$ cat src/rtl/uart_pkg.sv
// Shared types and constants for the UART receive path.
// Optional feature macro: UART_RX_PARITY_EN (adds the PARITY state).
package uart_pkg;

    localparam int DATA_BITS            = 8;
    localparam int DEFAULT_CLKS_PER_BIT = 10416;  // 100 MHz / 9600 baud
    localparam int DEFAULT_SYNC_STAGES  = 2;

    // PARITY is only entered when UART_RX_PARITY_EN is defined.
    typedef enum logic [2:0] {
        ST_IDLE   = 3'd0,
        ST_START  = 3'd1,
        ST_DATA   = 3'd2,
        ST_STOP   = 3'd3,
        ST_PARITY = 3'd4
    } uart_state_t;

endpackage

$ cat src/rtl/uart_baud_cnt.sv
// Loadable down-counter used as the bit-timing reference for the UART.
// It counts down to zero and then holds; o_expired is high while the
// count is zero. The owner reloads it on every expiry, so it never wraps.
module uart_baud_cnt #(
    parameter int WIDTH = 14
) (
    input  logic             i_clk,
    input  logic             i_reset,
    input  logic             i_load,
    input  logic [WIDTH-1:0] i_load_val,
    output logic             o_expired
);

    logic [WIDTH-1:0] r_count;

    // Load takes priority over counting; the counter parks at zero.
    always_ff @(posedge i_clk) begin
        if (i_reset) begin
            r_count <= '0;
        end else if (i_load) begin
            r_count <= i_load_val;
        end else if (r_count != '0) begin
            r_count <= r_count - 1'b1;
        end
    end

    assign o_expired = (r_count == '0);

endmodule

$ cat src/rtl/uart_rx.sv
// UART receiver, 8N1, LSB first, idle high.
// Optional feature macro: UART_RX_PARITY_EN (even parity bit, parity_err output).
//
// Output handshake: data/data_valid form a one-entry holding register.
// A transfer happens on a rising clk edge where data_valid & data_ready
// are both high; data is stable while data_valid is high. A byte that
// completes while the register is full and not being accepted is dropped
// and overrun pulses for one cycle.
//
// dbg_state exposes the FSM state for observation only.
import uart_pkg::*;

module uart_rx #(
    parameter int CLKS_PER_BIT = DEFAULT_CLKS_PER_BIT,
    parameter int SYNC_STAGES  = DEFAULT_SYNC_STAGES
) (
    input  logic                 clk,
    input  logic                 reset,
    input  logic                 rx,
    output logic [DATA_BITS-1:0] data,
    output logic                 data_valid,
    input  logic                 data_ready,
    output logic                 frame_err,
    output logic                 overrun,
`ifdef UART_RX_PARITY_EN
    output logic                 parity_err,
`endif
    output logic                 busy,
    output logic [2:0]           dbg_state
);

    localparam int CNT_W = $clog2(CLKS_PER_BIT);
    localparam int BIT_W = $clog2(DATA_BITS);

    // First sample lands mid start bit; later samples one bit apart.
    localparam logic [CNT_W-1:0] HALF_LOAD = CNT_W'(CLKS_PER_BIT / 2 - 1);
    localparam logic [CNT_W-1:0] FULL_LOAD = CNT_W'(CLKS_PER_BIT - 1);
    localparam logic [BIT_W-1:0] LAST_BIT  = BIT_W'(DATA_BITS - 1);

    // ------------------------------------------------------------------
    // Synchroniser
    // ------------------------------------------------------------------
    logic [SYNC_STAGES-1:0] r_sync;
    logic                   w_rx_s;

    // Shift the asynchronous line through SYNC_STAGES flops; idle is high.
    always_ff @(posedge clk) begin
        if (reset) begin
            r_sync <= '1;
        end else begin
            r_sync <= {r_sync[SYNC_STAGES-2:0], rx};
        end
    end

    assign w_rx_s = r_sync[SYNC_STAGES-1];

    // ------------------------------------------------------------------
    // Baud counter
    // ------------------------------------------------------------------
    logic             w_cnt_load;
    logic [CNT_W-1:0] w_cnt_load_val;
    logic             w_cnt_expired;

    uart_baud_cnt #(
        .WIDTH (CNT_W)
    ) u_baud_cnt (
        .i_clk      (clk),
        .i_reset    (reset),
        .i_load     (w_cnt_load),
        .i_load_val (w_cnt_load_val),
        .o_expired  (w_cnt_expired)
    );

    // ------------------------------------------------------------------
    // FSM
    // ------------------------------------------------------------------
    uart_state_t          r_state;
    uart_state_t          w_next_state;
    logic [DATA_BITS-1:0] r_shift;
    logic [BIT_W-1:0]     r_bit_idx;
    logic                 w_clr_idx;
    logic                 w_sample_bit;
    logic                 w_byte_done;
    logic                 w_frame_err;
`ifdef UART_RX_PARITY_EN
    logic                 r_par_bad;
    logic                 w_par_sample;
    logic                 w_parity_err;
`endif

    // State register.
    always_ff @(posedge clk) begin
        if (reset) begin
            r_state <= ST_IDLE;
        end else begin
            r_state <= w_next_state;
        end
    end

    // Next-state and per-cycle control decisions, all from rx_s.
    always_comb begin
        w_next_state   = r_state;
        w_cnt_load     = 1'b0;
        w_cnt_load_val = FULL_LOAD;
        w_clr_idx      = 1'b0;
        w_sample_bit   = 1'b0;
        w_byte_done    = 1'b0;
        w_frame_err    = 1'b0;
`ifdef UART_RX_PARITY_EN
        w_par_sample   = 1'b0;
        w_parity_err   = 1'b0;
`endif
        case (r_state)
            ST_IDLE: begin
                if (!w_rx_s) begin
                    w_cnt_load     = 1'b1;
                    w_cnt_load_val = HALF_LOAD;
                    w_next_state   = ST_START;
                end
            end
            ST_START: begin
                if (w_cnt_expired) begin
                    if (!w_rx_s) begin
                        w_cnt_load   = 1'b1;
                        w_clr_idx    = 1'b1;
                        w_next_state = ST_DATA;
                    end else begin
                        // Line went back high before mid start bit: glitch.
                        w_next_state = ST_IDLE;
                    end
                end
            end
            ST_DATA: begin
                if (w_cnt_expired) begin
                    w_sample_bit = 1'b1;
                    w_cnt_load   = 1'b1;
                    if (r_bit_idx == LAST_BIT) begin
`ifdef UART_RX_PARITY_EN
                        w_next_state = ST_PARITY;
`else
                        w_next_state = ST_STOP;
`endif
                    end
                end
            end
            ST_PARITY: begin
`ifdef UART_RX_PARITY_EN
                if (w_cnt_expired) begin
                    w_par_sample = 1'b1;
                    w_cnt_load   = 1'b1;
                    w_next_state = ST_STOP;
                end
`else
                w_next_state = ST_IDLE;
`endif
            end
            ST_STOP: begin
                if (w_cnt_expired) begin
                    // Leave mid stop bit so a following start edge is not missed.
                    w_next_state = ST_IDLE;
`ifdef UART_RX_PARITY_EN
                    w_parity_err = r_par_bad;
                    w_frame_err  = !w_rx_s;
                    w_byte_done  = w_rx_s && !r_par_bad;
`else
                    w_frame_err  = !w_rx_s;
                    w_byte_done  = w_rx_s;
`endif
                end
            end
            default: begin
                w_next_state = ST_IDLE;
            end
        endcase
    end

    // Assemble the byte LSB first; bit index restarts at each start bit.
    always_ff @(posedge clk) begin
        if (reset) begin
            r_shift   <= '0;
            r_bit_idx <= '0;
        end else if (w_clr_idx) begin
            r_bit_idx <= '0;
        end else if (w_sample_bit) begin
            r_shift[r_bit_idx] <= w_rx_s;
            r_bit_idx          <= r_bit_idx + 1'b1;
        end
    end

`ifdef UART_RX_PARITY_EN
    // Even parity: data bits plus parity bit must have an even count of ones.
    always_ff @(posedge clk) begin
        if (reset) begin
            r_par_bad <= 1'b0;
        end else if (w_clr_idx) begin
            r_par_bad <= 1'b0;
        end else if (w_par_sample) begin
            r_par_bad <= (^r_shift) ^ w_rx_s;
        end
    end
`endif

    // ------------------------------------------------------------------
    // Holding register and status pulses
    // ------------------------------------------------------------------
    logic [DATA_BITS-1:0] r_data;
    logic                 r_data_valid;
    logic                 r_frame_err;
    logic                 r_overrun;
`ifdef UART_RX_PARITY_EN
    logic                 r_parity_err;
`endif

    // Deliver completed bytes, honour accepts, and raise one-cycle flags.
    always_ff @(posedge clk) begin
        if (reset) begin
            r_data       <= '0;
            r_data_valid <= 1'b0;
            r_frame_err  <= 1'b0;
            r_overrun    <= 1'b0;
`ifdef UART_RX_PARITY_EN
            r_parity_err <= 1'b0;
`endif
        end else begin
            r_frame_err <= w_frame_err;
            r_overrun   <= 1'b0;
`ifdef UART_RX_PARITY_EN
            r_parity_err <= w_parity_err;
`endif
            if (w_byte_done) begin
                if (!r_data_valid || data_ready) begin
                    // Free, or being emptied this same edge: take the new byte.
                    r_data       <= r_shift;
                    r_data_valid <= 1'b1;
                end else begin
                    r_overrun <= 1'b1;
                end
            end else if (r_data_valid && data_ready) begin
                r_data_valid <= 1'b0;
            end
        end
    end

    assign data       = r_data;
    assign data_valid = r_data_valid;
    assign frame_err  = r_frame_err;
    assign overrun    = r_overrun;
`ifdef UART_RX_PARITY_EN
    assign parity_err = r_parity_err;
`endif
    assign busy       = (r_state != ST_IDLE);
    assign dbg_state  = r_state;

endmodule
$ cat config.mk
export PLATFORM = sky130hd
export DESIGN_NAME = uart_rx
export DESIGN_NICKNAME = d
export VERILOG_FILES = /design/src/rtl/uart_pkg.sv /design/src/rtl/uart_baud_cnt.sv /design/src/rtl/uart_rx.sv
export SDC_FILE = /design/constraint.sdc
export NUM_CORES = 1
export LEC_CHECK = 0
export BUFFER_PORTS_ARGS = -buffer_cell sky130_fd_sc_hd__buf_2
export CORE_MARGIN = 2
export CORE_UTILIZATION = 60
export CTS_CLUSTER_SIZE = 16
export DETAILED_ROUTE_END_ITERATION = 7
export PLACE_DENSITY = 0.8
export SETUP_SLACK_MARGIN = 0.05
export SKIP_CTS_REPAIR_TIMING = 1
export SLEW_MARGIN = 20
export SYNTH_ARGS = -nofsm -noshare
export SYNTH_HDL_FRONTEND = slang
export SYNTH_SLANG_ARGS = --single-unit
$ cat constraint.sdc
create_clock -name clk -period 4.1 [get_ports clk]
set_input_delay 0.41 -clock clk [delete_from_list [all_inputs] [get_ports clk]]
set_output_delay 0.41 -clock clk [all_outputs]
set_load 0.005 [all_outputs]
==> reports/qor.txt, run 1 <==
Syn Nets - 240
CTS Buf Count - 5
crit path from - u_baud_cnt.r_count[0]
combinational share of power - 38.5%
Sequential Power Share - 35.6%
Seq/Total Area, Yosys - 38.5%
Util after Layout - 65.9%
post-synthesis mux area share - 1.63%
worst-path maximum fanout - 8
Setup Skew - 0.00782 ns
Mapped Cells - 232
Crit path required time - 4.39 ns
TNS Setup - 0 ns
Layout area overhead - 5.78%
GPL Wtd Cong - 0.848
number of synthesized flops with an enable pin - 0
total power - 0.00148 W
die area - 3950 µm²
largest net degree at the start of global routing - 35
Vias - 1742
critical path class - reg2reg
CORE AREA - 3340 µm²
maximum buffer depth of the clock tree - 2
RSZ-0062 raised after global routing - no
num rows - 21
fraction of layout cells with a size suffix above 1 - 18.0%
power density cells - 672 nW/µm²
Pre-antenna DRT Iters - 4
GRT overflow - 0
DR DRC count - 0
Die Span Y - 62.9 µm
Post-Synth XOR/XNOR Area - 2.11%
max frequency - 439 MHz
NumNets Final - 246
initial antenna violation count - 0
final wirelength - 4.17 mm
max_cap viols - 0
Die X - 62.9 µm
FF+latch count, synth - 40
post-route ant nets - 0
DR vias/cell - 6.11
P_sw - 0.000552 W
global-route wire length before repair - 7.04 mm
Tot GR Track Use - 22.3%
DR WL/cell - 14.6 µm
Initial Utilization - 62.3%
crit share post-route - 55.6%
largest family of logic cells by synthesized area - simple AND/OR/NAND/NOR gates
Worst-Margin Slew - 0.746 ns
Min Clock Period, post-route - 2.28 ns
VDD IR-drop max - 551 µV
yosys synthesis warning count - 0
Cell Area, Synth - 2080 µm²
Worst-path clk slew - 0.12 ns
Sw Share - 37.3%
P_leak - 0.777 nW
vias in the first global route - 1483
clk_lat worst skew - 0.35 ns
status - finished, final reports clean
Mapped Avg Cell Area - 8.96 µm²
ANT cells - 0
Slew Limit Fails - 0
internal power - 0.000926 W
setup violators final - 0
HP Class - in2reg
dpl hpwl - 2.87 mm
Clock power frac - 25.9%
Synth Area in Compound Gates - 19.1%
area share of and/or/nand/nor cells after synthesis - 27.9%
FF-to-FF Start - u_baud_cnt.r_count[0]
Root Driver - clkbuf_4
CP Launch Type - register
CTS tree - built
top_reg_cell synth - dfxtp_1
Port-buffer cells - 17
beginning of the worst hold path - rx
Worst EP arrival - 2.57 ns
final hold viol count - 0
Crit. End Element - register
# H-tree levels - 2
asr flop ratio synth - 0%
TritonCTS Sinks - 40
Yosys cell types - 55
DRT iter0 DRCs - 140
I/O pin cnt - 19
post-synthesis adder-cell area fraction - 2.41%
worst rel slew slack - 49.8%
==> state kept, by name, indices dropped and copies added (netlist names) <==
signal,flops
dbg_state,2
r_shift,8
u_baud_cnt.r_count,14
data_valid,1
r_bit_idx,3
overrun,1
r_sync,2
data,8
frame_err,1
==> per-stage QoR <==
stage | hold slack, ns | instances | worst slack [ns] | instance area (µm²)
after floorplan | 0.389 | 232 | 2.03 | 2080
after global placement | 0.396 | 277 | 1.95 | 2060
after detailed placement | 0.394 | 277 | 1.87 | 2060
after CTS | 0.230 | 285 | 1.84 | 2190
after global routing | 0.219 | 285 | 1.64 | 2200
final | 0.243 | 285 | 1.82 | 2200
==> cells by family (layout without fill, tap and decap cells) <==
group / after synthesis / in the layout
AO/OA/AOI/OAI: 67 / 67
XOR/XNOR: 5 / 5
adder cells (fa/ha/maj): 4 / 4
buffers and inverters: 21 / 28
flip-flops: 40 / 40
multiplexers: 3 / 3
other: 1 / 1
AND/OR/NAND/NOR: 91 / 91
==> final timing paths <==
kind	to	slack [ns]	cells past startpoint
setup / recovery	u_baud_cnt.r_count[0]	1.82	6
hold / removal	r_sync[0]	0.24	2
hold reg to reg	r_sync[1]	0.42	1
setup reg to reg	u_baud_cnt.r_count[0]	1.82	6
==> critical path, stage by stage, from the launching register on <==
cell	delay [ns]
dfxtp_1	0.37
inv_1	0.10
ha_1	0.22
or3b_2	0.52
nor4_4	0.51
mux2_2	0.39
a21oi_1	0.11
==> cell type report <==
type | count | area (µm²)
Fill cell | 302 | 1140
Multi-Input combinational cell | 171 | 1120
Sequential cell | 40 | 801
Clock inverter | 3 | 90.1
Timing Repair Buffer | 17 | 85.1
Tap cell | 46 | 57.6
Clock buffer | 5 | 37.5
Inverter | 3 | 11.3
==> placed cells by master, fill, tap and decap left out, drive strengths merged, types with 5 or more instances in the layout <==
cell type,instances
a21oi,31
dfxtp,40
nand2,8
nor4,6
or3,5
clkbuf,5
nand4,17
o31ai,5
nor3,5
nor3b,5
buf,17
nand3,6
nor2,9
or2,6
o21ai,17
==> cells in the mapped netlist, types with 5 or more instances <==
cell      number  area [µm²]
nand3_1        6        30.0
nand2_1        8        30.0
a21oi_1       31         155
o21ai_0       17        85.1
clkbuf_1       5        18.8
nor3_1         5        25.0
nor3b_1        5        37.5
nand4_1       17         106
nor2_1         9        33.8
dfxtp_1       40         801
or2_2          6        37.5
==> routing by layer <==
metal	wire (µm)	part of all wire, %	vias up	global-route usage (%)
met5	0	0	-	0
met4	18	0.43	0	6.94
met3	239	5.7	2	6.13
met2	1780	43	61	31.9
met1	2130	51	791	32.5
li1	-	-	888	-
==> power by group through the flow <==
stage               registers, W  clock network, W  logic [W]
finish                  0.000527          0.000383   0.000569
global route            0.000536          0.000405   0.000632
CTS                     0.000522          0.000387   0.000557
detailed placement      0.000531                 0   0.000554
global placement        0.000528                 0   0.000545
floorplan               0.000511                 0   0.000495
Power figures use the tool's default switching activity.
==> run 2: changes to the inputs <==
--- a/config.mk
+++ b/config.mk
@@ -5,12 +5,13 @@
 export SDC_FILE = /design/constraint.sdc
 export NUM_CORES = 1
 export LEC_CHECK = 0
+export ABC_AREA = 1
 export BUFFER_PORTS_ARGS = -buffer_cell sky130_fd_sc_hd__buf_2
 export CORE_MARGIN = 2
-export CORE_UTILIZATION = 60
+export CORE_UTILIZATION = 53
 export CTS_CLUSTER_SIZE = 16
 export DETAILED_ROUTE_END_ITERATION = 7
-export PLACE_DENSITY = 0.8
+export PLACE_DENSITY = 0.75
 export SETUP_SLACK_MARGIN = 0.05
 export SKIP_CTS_REPAIR_TIMING = 1
 export SLEW_MARGIN = 20
==> constraint.sdc (replaced) <==
create_clock -name clk -period 1.89 [get_ports clk]
set_input_delay 0.189 -clock clk [delete_from_list [all_inputs] [get_ports clk]]
set_output_delay 0.189 -clock clk [all_outputs]
set_load 0.005 [all_outputs]
==> reports/qor.txt, run 2 <==
CORE AREA - 3740 µm² (+12%)
GPL Wtd Cong - 0.883 (+4.1%)
DR top layer - met4
P_leak - 1.03 nW (+33%)
number of flip-flops in the largest register - 14 (unchanged)
crit path from - u_baud_cnt.r_count[0]
worst-path maximum fanout - 13 (+5)
DP Area - 2220 µm² (+7.6%)
Vias - 1811 (+4.0%)
Mapped Cells - 291 (+25%)
Sw Share - 40.3% (+2.9 points)
num rows - 22 (+4.8%)
die area - 4490 µm² (+14%)
critical path class - reg2reg
CP max stage delay - 0.35 ns (-0.17 ns)
FF-to-FF Start - u_baud_cnt.r_count[0]
VDD IR-drop max - 834 µV (+51%)
crit share post-route - 85.9% (+30 points)
Crit path max-delay family - simple AND/OR/NAND/NOR gates
maximum buffer depth of the clock tree - 2 (unchanged)
# H-tree levels - 2 (unchanged)
Crit. End Element - register
Biggest register - u_baud_cnt.r_count
top cell type's share of synthesized area - 38.1% (-0.46 points)
initial antenna violation count - 0 (unchanged)
CTS tree - built
TritonCTS Sinks - 40 (unchanged)
Design Area, Final - 2350 µm² (+7.1%)
power density cells - 1350 nW/µm² (+100%)
Seq/Total Area, Yosys - 38.1% (-0.46 points)
Mapped Avg Cell Area - 7.23 µm² (-19%)
Sequential Power Share - 34.2% (-1.4 points)
CTS Buf Count - 5 (unchanged)
max_cap viols - 0 (unchanged)
Min Clock Period, post-route - 1.62 ns (-0.656 ns)
Fillers - 357 (+18%)
TNS Setup - 0 ns (unchanged)
vias in the first global route - 1571 (+5.9%)
DR WL/cell - 11.8 µm (-19%)
largest net degree at the start of global routing - 17 (-51%)
max frequency - 616 MHz (+40%)
DR DRC count - 0 (unchanged)
Util after Layout - 62.9% (-3.0 points)
HP Class - in2reg
Yosys cell types - 33 (-40%)
Synth top cells by count - 57 x nand2_1, 40 x dfxtp_1, 40 x nor2_1
DR WL met3 - 187 µm (-22%)
fraction of layout cells with a size suffix above 1 - 17.7% (-0.31 points)
NumNets Final - 318 (+29%)
Initial Utilization - 56.2% (-6.1 points)
Worst path slowest cell - dfxtp_1
asr flop ratio synth - 0% (unchanged)
final hold viol count - 0 (unchanged)
top cells by area, synth - dfxtp_1 38%, nand2_1 10%, nor2_1 7.1%
dpl hpwl - 3.09 mm (+7.8%)
Syn Nets - 299 (+25%)
most frequent cells in the layout - 57 x nand2_1, 40 x nor2_1, 40 x dfxtp_1, 32 x inv_1, 23 x nand3_1
Port-buffer cells - 17 (unchanged)
GRT overflow - 0 (unchanged)
top_reg_cell synth - dfxtp_1
number of synthesized flops with an enable pin - 0 (unchanged)
Slew Limit Fails - 0 (unchanged)
worst-path cell chain - inv_1, ha_1, nand2_1, nor2_4, nand2_4, nand2_2, nand2_4, nand2_1, nor3_1
Worst EP arrival - 1.84 ns (-0.73 ns)
Setup Skew - 0.00648 ns (-0.00133 ns)
FF+latch count, synth - 40 (unchanged)
CP bufs+invs - 1 (unchanged)
placed cells - 351 (+27%)
DR WL met2 - 1.84 mm (+3.1%)
global-route wire length before repair - 7.28 mm (+3.3%)
most common cell in the synthesized netlist - nand2_1
Cell Area, Synth - 2100 µm² (+1.2%)
I/O pin cnt - 19 (unchanged)
Die X - 67.0 µm (+6.6%)
DR vias/cell - 5.04 (-17%)
setup violators final - 0 (unchanged)
commonest non-fill, non-tap cell in the layout - nand2_1
CP Launch Type - register
Layout area overhead - 12.0%
Worst-path clk slew - 0.07 ns (-0.05 ns)
Pre-antenna DRT Iters - 5 (+1)
met1 wire length - 2.15 mm (+1.1%)
Yosys top cell by area - dfxtp_1
Die Span Y - 67.0 µm (+6.6%)
Tot GR Track Use - 21.5% (-0.80 points)
status - finished, final reports clean
yosys synthesis warning count - 0 (unchanged)
Final Non-Filler Cells - 359 (+26%)
beginning of the worst hold path - rx
Clock power frac - 23.8% (-2.1 points)
RSZ-0062 raised after global routing - no
Crit path required time - 2.10 ns (-2.29 ns)
clk_lat worst skew - 0.29 ns (-0.06 ns)
final wirelength - 4.24 mm (+1.7%)
DRT iter0 DRCs - 79 (-44%)
post-route ant nets - 0 (unchanged)
Root Driver - clkbuf_8
P_sw - 0.00128 W (+130%)
internal power - 0.00190 W (+100%)
combinational share of power - 42.0% (+3.5 points)
ANT cells - 0 (unchanged)
-- run 2: cell types whose count changed after synthesis, moves of 5 or more --
| cell | before | now |
|---|---|---|
| nand4_1 | 17 | 1 |
| nand2_1 | 8 | 57 |
| nor2_1 | 9 | 40 |
| o21ai_0 | 17 | 12 |
| nor2_4 | 0 | 8 |
| inv_1 | 3 | 32 |
| nand3b_1 | 1 | 9 |
| nand3_1 | 6 | 24 |
| a21oi_1 | 31 | 22 |
-- run 2: path summary, 6_finish.rpt --
check | depth (start not counted) | endpoint | slack [ns]
max | 9 | u_baud_cnt.r_count[8] | 0.27
min | 2 | r_sync[0] | 0.08
max reg2reg | 9 | u_baud_cnt.r_count[8] | 0.27
min reg2reg | 1 | r_sync[1] | 0.41
-- run 2: layer usage --
metal  global-route usage (%)  up-vias
li1                         -      965
met1                     29.5      797
met2                     34.0       44
met3                     4.05        5
met4                     6.89        0
met5                        0        -
-- run 2: power groups by stage --
stage | clock [W] | combinational, W | sequential, W
after floorplan | 0 | 0.00110 | 0.00107
after global placement | 0 | 0.00128 | 0.00110
after detailed placement | 0 | 0.00130 | 0.00110
after CTS | 0.000775 | 0.00132 | 0.00108
after global routing | 0.000807 | 0.00151 | 0.00110
final | 0.000758 | 0.00133 | 0.00109
-- run 2: worst reg2reg max path, cell delays in order, from the launching register on --
cell and delay (ns):
dfxtp_1 0.35, inv_1 0.10, ha_1 0.22, nand2_1 0.18
nor2_4 0.08, nand2_4 0.10, nand2_2 0.07, nand2_4 0.16
nand2_1 0.12, nor3_1 0.18
-- run 2: cells by family (layout without fill, tap and decap cells) --
| group | count (synthesis) | after routing | synth area share (%) |
|---|---|---|---|
| and+or+nand+nor | 159 | 159 | 38.5 |
| buffers and inverters | 41 | 61 | 8.09 |
| DFF | 40 | 40 | 38.1 |
| AOI/OAI and AO/OA | 39 | 39 | 9.88 |
| xor gates and xnor gates | 7 | 7 | 2.91 |
| adders and majority gates | 4 | 4 | 2.38 |
| other | 1 | 1 | 0.178 |
-- run 2: metrics by stage --
| step | total power (W) | hold WS (ns) | setup WS, ns |
|---|---|---|---|
| finish | 0.00318 | 0.0786 | 0.266 |
| global route | 0.00342 | 0.0883 | 0.0534 |
| CTS | 0.00318 | 0.0752 | 0.220 |
| detailed placement | 0.00239 | 0.377 | 0.237 |
| global placement | 0.00237 | 0.376 | 0.302 |
| floorplan | 0.00218 | 0.265 | 0.451 |
-- run 2: final cells by class --
| cell class | instances | area (µm²) | area share, % |
|---|---|---|---|
| multi-input combinational | 210 | 1140 | 48.3 |
| sequential | 40 | 801 | 34.0 |
| inverter | 34 | 130 | 5.53 |
| timing repair buffer | 19 | 100 | 4.25 |
| clock buffer | 7 | 96.3 | 4.09 |
| tap | 48 | 60.1 | 2.55 |
| clock inverter | 1 | 30.0 | 1.28 |
